--- config.mk ---
export PLATFORM = sky130hd
export DESIGN_NAME = lock_entry_sequencer
export DESIGN_NICKNAME = d
export VERILOG_FILES = /design/src/rtl/lock_pkg.sv /design/src/rtl/lock_entry_sequencer_key_conditioner.sv /design/src/rtl/lock_entry_sequencer.sv
export SDC_FILE = /design/constraint.sdc
export NUM_CORES = 1
export LEC_CHECK = 0
export ABC_AREA = 1
export BUFFER_PORTS_ARGS = -buffer_cell sky130_fd_sc_hd__buf_2
export CORE_UTILIZATION = 50
export CTS_BUF_LIST = sky130_fd_sc_hd__clkbuf_2 sky130_fd_sc_hd__clkbuf_4 sky130_fd_sc_hd__clkbuf_8
export DETAILED_ROUTE_END_ITERATION = 7
export PLACE_DENSITY = 0.75
export SLEW_MARGIN = 25
export SYNTH_ARGS = -nofsm -noshare
export SYNTH_HDL_FRONTEND = slang
export SYNTH_SLANG_ARGS = --single-unit
--- constraint.sdc ---
create_clock -name clk -period 1.77 [get_ports clk]
set_input_delay 0.354 -clock clk [delete_from_list [all_inputs] [get_ports clk]]
set_output_delay 0.354 -clock clk [all_outputs]
set_load 0.02 [all_outputs]
--- src/rtl/lock_pkg.sv ---
// Shared types and widths for the door-lock sequencer.
// The PROG state exists only when LOCK_CODE_PROG_EN is defined.
package lock_pkg;

  localparam int STATE_W = 3;
  localparam int DCNT_W  = 4;
  localparam int FCNT_W  = 4;
  localparam int TMR_W   = 32;

  typedef enum logic [STATE_W-1:0] {
    IDLE    = 3'd0,
    ENTRY   = 3'd1,
    CHECK   = 3'd2,
    OPEN    = 3'd3,
    LOCKOUT = 3'd4
`ifdef LOCK_CODE_PROG_EN
    ,
    PROG    = 3'd5
`endif
  } state_t;

endpackage

--- src/rtl/lock_entry_sequencer_key_conditioner.sv ---
// Push-button front end: 2-flop synchroniser, stability filter and a one-cycle
// pulse on each accepted press (debounced 1->0); release produces nothing.
module key_conditioner #(
  parameter int DEB_CYCLES = 500_000
) (
  input  logic clk,
  input  logic reset_n,
  input  logic i_key_n,
  output logic o_pulse
);

  localparam int CNT_W = (DEB_CYCLES > 1) ? $clog2(DEB_CYCLES) : 1;
  localparam logic [CNT_W-1:0] LAST = CNT_W'(DEB_CYCLES - 1);

  logic             r_s1;
  logic             r_s2;
  logic             r_stable;
  logic [CNT_W-1:0] r_cnt;
  logic             w_diff;
  logic             w_accept;

  assign w_diff   = r_s2 ^ r_stable;
  assign w_accept = w_diff && (r_cnt == LAST);
  // Only a released->pressed acceptance is reported.
  assign o_pulse  = w_accept && r_stable;

  always_ff @(posedge clk or negedge reset_n) begin
    if (!reset_n) begin
      r_s1     <= 1'b1;
      r_s2     <= 1'b1;
      r_stable <= 1'b1;
      r_cnt    <= '0;
    end else begin
      r_s1 <= i_key_n;
      r_s2 <= r_s1;
      if (!w_diff) begin
        r_cnt <= '0;
      end else if (w_accept) begin
        r_stable <= r_s2;
        r_cnt    <= '0;
      end else begin
        r_cnt <= r_cnt + 1'b1;
      end
    end
  end

endmodule

--- src/rtl/lock_entry_sequencer.sv ---
// Binary-code door lock: key conditioning, code entry FSM, fail counter and lockout timer.
// Define LOCK_CODE_PROG_EN to add the key_prog_n input and the code-programming state.
module lock_entry_sequencer
  import lock_pkg::*;
#(
  parameter int                  CODE_LEN       = 7,
  parameter logic [CODE_LEN-1:0] CODE           = 7'b1110111,
  parameter int                  MAX_FAIL       = 3,
  parameter int                  LOCKOUT_CYCLES = 50_000_000,
  parameter int                  DEB_CYCLES     = 500_000
) (
  input  logic               clk,
  input  logic               reset_n,
  input  logic               key_enter_n,
  input  logic               key_lock_n,
`ifdef LOCK_CODE_PROG_EN
  input  logic               key_prog_n,
`endif
  input  logic               sw_x,
  output logic               open,
  output logic               alarm,
  output logic [STATE_W-1:0] state,
  output logic [DCNT_W-1:0]  digit_cnt,
  output logic [FCNT_W-1:0]  fail_cnt
);

  state_t              r_state;
  state_t              w_nxt;
  logic [CODE_LEN-1:0] r_entry;
  logic [CODE_LEN-1:0] w_entry_n;
  logic [CODE_LEN-1:0] w_shift;
  logic [CODE_LEN-1:0] w_code;
  logic [DCNT_W-1:0]   r_dcnt;
  logic [DCNT_W-1:0]   w_dcnt_n;
  logic [DCNT_W:0]     w_dcnt_inc;
  logic                w_last;
  logic [FCNT_W-1:0]   r_fail;
  logic [FCNT_W-1:0]   w_fail_n;
  logic [FCNT_W:0]     w_fail_inc;
  logic [TMR_W-1:0]    r_tmr;
  logic [TMR_W-1:0]    w_tmr_n;
  logic                r_open;
  logic                r_alarm;
  logic                w_open_n;
  logic                r_sw_s1;
  logic                r_sw_s2;
  logic                w_enter_p;
  logic                w_lock_p;

  key_conditioner #(.DEB_CYCLES(DEB_CYCLES)) u_enter (
    .clk     (clk),
    .reset_n (reset_n),
    .i_key_n (key_enter_n),
    .o_pulse (w_enter_p)
  );

  key_conditioner #(.DEB_CYCLES(DEB_CYCLES)) u_lock (
    .clk     (clk),
    .reset_n (reset_n),
    .i_key_n (key_lock_n),
    .o_pulse (w_lock_p)
  );

`ifdef LOCK_CODE_PROG_EN
  logic                w_prog_p;
  logic [CODE_LEN-1:0] r_code;
  logic [CODE_LEN-1:0] w_code_n;

  key_conditioner #(.DEB_CYCLES(DEB_CYCLES)) u_prog (
    .clk     (clk),
    .reset_n (reset_n),
    .i_key_n (key_prog_n),
    .o_pulse (w_prog_p)
  );

  assign w_code = r_code;

  always_ff @(posedge clk or negedge reset_n) begin
    if (!reset_n) r_code <= CODE;
    else          r_code <= w_code_n;
  end
`else
  assign w_code = CODE;
`endif

  assign w_shift    = {r_entry[CODE_LEN-2:0], r_sw_s2};
  assign w_dcnt_inc = {1'b0, r_dcnt} + 1'b1;
  assign w_last     = (w_dcnt_inc == (DCNT_W+1)'(CODE_LEN));
  assign w_fail_inc = {1'b0, r_fail} + 1'b1;

  always_comb begin
    w_nxt     = r_state;
    w_entry_n = r_entry;
    w_dcnt_n  = r_dcnt;
    w_fail_n  = r_fail;
    w_tmr_n   = r_tmr;
`ifdef LOCK_CODE_PROG_EN
    w_code_n  = r_code;
`endif
    case (r_state)
      IDLE: begin
        if (w_enter_p && !w_lock_p) begin
          w_entry_n = w_shift;
          w_dcnt_n  = DCNT_W'(1);
          w_nxt     = ENTRY;
        end
      end
      ENTRY: begin
        if (w_lock_p) begin
          w_entry_n = '0;
          w_dcnt_n  = '0;
          w_nxt     = IDLE;
        end else if (w_enter_p) begin
          w_entry_n = w_shift;
          w_dcnt_n  = w_dcnt_inc[DCNT_W-1:0];
          if (w_last) w_nxt = CHECK;
        end
      end
      // Key pulses arriving during the compare cycle are deliberately dropped.
      CHECK: begin
        w_entry_n = '0;
        w_dcnt_n  = '0;
        if (r_entry == w_code) begin
          w_fail_n = '0;
          w_nxt    = OPEN;
        end else if (w_fail_inc >= (FCNT_W+1)'(MAX_FAIL)) begin
          w_fail_n = FCNT_W'(MAX_FAIL);
          w_tmr_n  = TMR_W'(LOCKOUT_CYCLES - 1);
          w_nxt    = LOCKOUT;
        end else begin
          w_fail_n = w_fail_inc[FCNT_W-1:0];
          w_nxt    = IDLE;
        end
      end
      OPEN: begin
        if (w_lock_p) begin
          w_nxt = IDLE;
`ifdef LOCK_CODE_PROG_EN
        end else if (w_prog_p) begin
          w_nxt = PROG;
`endif
        end
      end
      LOCKOUT: begin
        if (r_tmr == '0) begin
          w_fail_n = '0;
          w_nxt    = IDLE;
        end else begin
          w_tmr_n = r_tmr - 1'b1;
        end
      end
`ifdef LOCK_CODE_PROG_EN
      PROG: begin
        if (w_lock_p) begin
          w_entry_n = '0;
          w_dcnt_n  = '0;
          w_nxt     = IDLE;
        end else if (w_enter_p) begin
          if (w_last) begin
            w_code_n  = w_shift;
            w_entry_n = '0;
            w_dcnt_n  = '0;
            w_nxt     = OPEN;
          end else begin
            w_entry_n = w_shift;
            w_dcnt_n  = w_dcnt_inc[DCNT_W-1:0];
          end
        end
      end
`endif
      default: begin
        w_entry_n = '0;
        w_dcnt_n  = '0;
        w_nxt     = IDLE;
      end
    endcase
  end

`ifdef LOCK_CODE_PROG_EN
  assign w_open_n = (w_nxt == OPEN) || (w_nxt == PROG);
`else
  assign w_open_n = (w_nxt == OPEN);
`endif

  always_ff @(posedge clk or negedge reset_n) begin
    if (!reset_n) begin
      r_state <= IDLE;
      r_entry <= '0;
      r_dcnt  <= '0;
      r_fail  <= '0;
      r_tmr   <= '0;
      r_open  <= 1'b0;
      r_alarm <= 1'b0;
      r_sw_s1 <= 1'b0;
      r_sw_s2 <= 1'b0;
    end else begin
      r_state <= w_nxt;
      r_entry <= w_entry_n;
      r_dcnt  <= w_dcnt_n;
      r_fail  <= w_fail_n;
      r_tmr   <= w_tmr_n;
      r_open  <= w_open_n;
      r_alarm <= (w_nxt == LOCKOUT);
      r_sw_s1 <= sw_x;
      r_sw_s2 <= r_sw_s1;
    end
  end

  assign open      = r_open;
  assign alarm     = r_alarm;
  assign state     = r_state;
  assign digit_cnt = r_dcnt;
  assign fail_cnt  = r_fail;

endmodule

# Word level (Yosys, flattened, before mapping)
# Index checks and enable logic that the tools add are counted.
# totals
wordCells	86
in_bits	5
regBits	98
rom_bits	0
mem_bits_rw	0
latchBits	0
memories	0
# op_classes
n_eq_ne	16
n_mul	0
n_lt_le_gt_ge	1
n_div	0
shift	0
n_reduce_logical	15
muxes	29
bitwise	3
addsub	5
# op_table
operator	count
32-bit two-way mux	3
19-bit two-way mux	4
32-bit case mux with 2 select lines	1
19-bit by 1-bit adder with 19-bit output, second input constant	2
19-bit equality test, second input constant	2
32-bit logical NOT	1
32-bit by 1-bit subtractor with 32-bit output, second input constant	1
3-bit two-way mux	8
4-bit two-way mux	6
7-bit two-way mux	3
7-bit case mux with 3 select lines	1
3-bit case mux with 5 select lines	1
4-bit case mux with 3 select lines	1
4-bit by 1-bit adder with 5-bit output, second input constant	2
2-bit inequality test, second input constant	5
3-bit by 2-bit equality test with 1-bit output, second input constant	3
4-bit case mux with 2 select lines	1
7-bit equality test, second input constant	1
3-bit equality test, second input constant	2
2-bit AND reduction	3
5-bit by 3-bit equality test with 1-bit output, second input constant	1
5-bit by 2-bit greater-or-equal comparator with 1-bit output, second input constant	1
1-bit logical AND	5
4-bit AND reduction	1
9 further kinds	10

# Longest topological paths before layout
# logic_depth
depth_word	8
ltp_mapped	13
ltp_nobuf	12

# Modules after synthesis
# From an unflattened synthesis, not the netlist that was laid out.
# hier_totals
cells_unflattened	818
area_unflattened_um2	5825.6
# modules_own_cells
mod	area_each_um2	instances	seq_area_each_um2	cells_per_inst
lock_entry_sequencer	3293.2	1	1351.3	480
key_conditioner	1266.2	2	554.3	169

# Worst setup path after synthesis
# OpenSTA, ideal clock, no wires.
# synth_path
path_kind	reg-to-reg
from	register r_fail[0], in the netlist fail_cnt[0]
to	register r_tmr[28]
arrival_time_ns	1.729
setup_ns	0.065
synth_period_minus_slack_ns	1.793
path_buffers	1
path_stages_with_launch	13
path_slack_ns	-0.023
t_required_ns	1.705
path_cell_list	dfrtp_1 > inv_1 > ha_1 > inv_1 > nand2_1 > o2111ai_1 > nand2_1 > nand2_1 > nand2_2 > inv_2 > buf_6 > nand3_1 > nand2_1
# synth_between
elab_chain_len	4
# synth_lines
item	line_no	rtl
start, declared	lock_entry_sequencer.sv:37	logic [FCNT_W-1:0] r_fail;
start signal, assigned	lock_entry_sequencer.sv:200	r_fail <= w_fail_n;
4-bit by 1-bit adder with 5-bit output	lock_entry_sequencer.sv:89	assign w_fail_inc = {1'b0, r_fail} + 1'b1;
5-bit by 2-bit greater-or-equal comparator with 1-bit output	lock_entry_sequencer.sv:126	end else if (w_fail_inc >= (FCNT_W+1)'(MAX_FAIL)) begin
2-bit inequality test (no line)	n/a	
4-bit AND reduction (no line)	n/a	
end signal, assigned	lock_entry_sequencer.sv:201	r_tmr <= w_tmr_n;
end, declared	lock_entry_sequencer.sv:40	logic [TMR_W-1:0] r_tmr;
# No other way between the ends.
# A chain may end at the register's enable or synchronous reset.

# Worst setup path after layout
# layout_path
from	register r_fail[1], in the netlist fail_cnt[1]
to	register r_tmr[25]
# Same word-level chain as after synthesis.

==> out/metrics.yaml <==
drc: 0
crit_buf_inv: 3
dr_total_vias: 5347
area_growth_syn_to_layout_pct: 23.9
setup-tns-final_ps: 0
critical_path.top_delay_family: "simple AND/OR/NAND/NOR gates"
synth_area_sq_mm: 0.00565
grt_setup_unrepaired: "yes"
finish.utilization_pct: 64.0
cts-buffers-inserted: 9
die_w_um: 108
grt_max_degree: 36
rrSetupSlack_ps: 50
synth_top_area_share_pct: 40.8
p_leak_uw: 0.00348
r2r-end: "r_tmr[25]$_DFFE_PN0P_"
setup_slack_ps: 54.2
yosysTopAreaCell: "dfrtp_1"
synth_edf_count: 0
path_class: "reg2reg"
required_ps: 2040
hp-class: "in2reg"
sw_frac_of_total_pct: 23.5
vdd_drop_max_mv: 0.316
insertion_delay_ps: 360
cell_internal_pwr_uw: 2880
ys_seq_area_share_pct: 43.6
max_freq_mhz: 583
holdPathStages: 1
cts_tree: "done"
yosys_most_used_dff: "dfrtp_1"
power_frac_seq_pct: 60.4
antenna_cells: 0
synth_area_per_cell_sq_um: 7.47
ios: 18
wl_per_cell_um: 14.1
rr_startpoint: "fail_cnt[1]$_DFFE_PN0P_"
crit_end: "r_tmr[25]$_DFFE_PN0P_"
outcome: "finished, final reports clean"
worst_path_largest_cell_delay_ps: 470
ys_ff_latch: 98
worst_pin_slew_ps: 470
crit_slowest_cell: "dfrtp_2"
cts_root_buf: "clkbuf_8"
drv_cap: 0
slew_headroom_pct: 68.7
grt_pass1_vias: 5046
switchingPower_uw: 883
cts.sinks: 98
share_comb_of_total_power_pct: 3.6
place_congestion: 0.890
die_area_sq_mm: 0.0117
hold_viol: 0
port_buffers: 17
ys_types: 39
drive_above_1_share_pct: 28.5
grt_usage_pct: 23.7
rows: 38
place_ws_ps: -69.8
async_flop_share_pct: 100
drtPass1Iterations: 7
final_max_slew_viol_count: 0
cp_cell_sequence: "ha_4 > inv_2 > nand2_2 > o2111ai_2 > nand2_1 > nand2_2 > nand2_4 > inv_8 > clkbuf_16 > nand2_1 > nand2_1"
post-route-period-util_pct: 96.9
endpoint_kind: "flip-flop"
r2r_cells: 11
cp_max_fo: 11
syn_inst: 756
drt-initial-drc-count: 525
clk_pin_slew_ps: 100
totalWireLength_um: 14000
multi_input_area_sq_mm: 0.00306
grt_antenna_before_repair: 0
h-tree-depth: 3
grt.overflow.total: 0
post-route-min-period_ps: 1720
critical_path_depth: 11
avgViaCountPerCell: 5.38
powerDensity_mw_per_mm2: 538
synth.area.top_cells: "dfrtp_1 (41%), nand2_1 (12%), nor2_1 (8.8%)"
nFillCells: 896
coreArea_sq_mm: 0.0109
syn-num-nets: 768
dieHeight_um: 108
grt_first_pass_wirelength_um: 22200
start_util_pct: 51.6
finalNetCount: 862
timing.hold.ws_ps: 90.4
regArea_sq_mm: 0.00246
cp-startpoint: "fail_cnt[1]$_DFFE_PN0P_"
clkPwrFrac_pct: 36.1
clock-skew-final_ps: 15.5
ys_warn_count: 0
postRouteAntennaNets: 0
cp.arrival_ps: 1980
clk_path_buf_depth: 2
finalSetupViolCount: 0
start_kind: "flip-flop"
dpl.hpwl_um: 9600
crit_path_frequent_cell: "nand2_1"
power by group through the flow:
stage / logic (uW) / clock network [uW] / registers (uW)
final: 134 / 1360 / 2270
after global routing: 153 / 1460 / 2270
after CTS: 129 / 1370 / 2270
after detailed placement: 127 / 0 / 2310
after global placement: 122 / 0 / 2310
after floorplan: 36.6 / 0 / 2310
registers in the layout (all words and copies together), names as in the netlist:
register and cells:
alarm 1, digit_cnt 4, fail_cnt 4, open 1
r_entry 7, r_sw_s1 1, r_sw_s2 1, r_tmr 32
state 3, u_enter.r_cnt 19, u_enter.r_s1 1, u_enter.r_s2 1
u_enter.r_stable 1, u_lock.r_cnt 19, u_lock.r_s1 1, u_lock.r_s2 1
u_lock.r_stable 1
layout by cell type, fill, tap and decap left out, types with 11 or more instances in the layout:
master,instances
a21oi_1,11
buf_4,68
nor2_1,111
nor3_1,14
buf_2,16
dfrtp_1,88
xor2_1,19
nor2_2,26
nand2_1,159
o21ai_2,12
inv_1,79
nand3_1,53
nand2_2,38
o21ai_0,17
nand4_1,26
nor2_4,11
layer usage:
layer  GRT usage, %  wire length (um)
met4           9.56               256
met2           40.3              7010
met5              0                 0
met3           3.74               636
met1           30.2              6150
what timing repair did:
item	in CTS	in global routing
setup buffers	0	20
cloned	0	4
hold buffers	1	0
gates resized for setup	6	94
pin swaps	0	25
setup endpoints to repair	19	59
hold endpoints to repair	28	0
stage by stage:
| step | instances | power (uW) | cell area, sq um |
|---|---|---|---|
| after global placement | 954 | 2440 | 6280 |
| after global routing | 994 | 3880 | 7000 |
| final | 994 | 3760 | 7000 |
| after detailed placement | 954 | 2440 | 6280 |
| after floorplan | 756 | 2350 | 5650 |
| after CTS | 970 | 3770 | 6480 |
Yosys cell counts (all sizes together) (3+ instances only):
| library cell | number |
|---|---|
| a21oi | 12 |
| buf | 9 |
| clkbuf | 3 |
| dfrtp | 92 |
| dfstp | 6 |
| ha | 7 |
| inv | 90 |
| nand2 | 204 |
| nand3 | 59 |
| nand4 | 26 |
| nor2 | 148 |
| nor3 | 15 |
| nor3b | 4 |
| nor4 | 4 |
| o21ai | 38 |
| xnor2 | 7 |
| xor2 | 20 |
kinds of logic (layout without fill, tap and decap cells):
kind of cell    Yosys count  after routing  share of synthesized area, %
simple gates            461            462                          36.6
buf+inv                 102            199                          7.40
flops                    98             98                          43.6
compound gates           60             60                          6.45
xor+xnor                 27             27                          4.19
fa+ha+maj                 7              7                          1.55
mux                       1              1                         0.199
final cells by class:
cell class	instances	area share, %
clock buffer	12	2.18
tap	140	2.50
multi-input combinational	557	43.7
sequential	98	35.2
inverter	90	4.94
clock inverter	3	0.268
timing repair buffer	94	11.2
worst min path at each step:
stage | startpoint | to | slack (ps)
detailed placement | reset_n | u_enter.r_cnt[2]$_DFF_PN0_ | 340
global placement | reset_n | r_sw_s1$_DFF_PN0_ | 340
global route | key_lock_n | u_lock.r_s1$_DFF_PN1_ | 70
CTS | key_lock_n | u_lock.r_s1$_DFF_PN1_ | 80
finish | key_lock_n | u_lock.r_s1$_DFF_PN1_ | 90
floorplan | reset_n | alarm$_DFF_PN0_ | 60
Note: power is estimated with default switching activity, not from simulation.
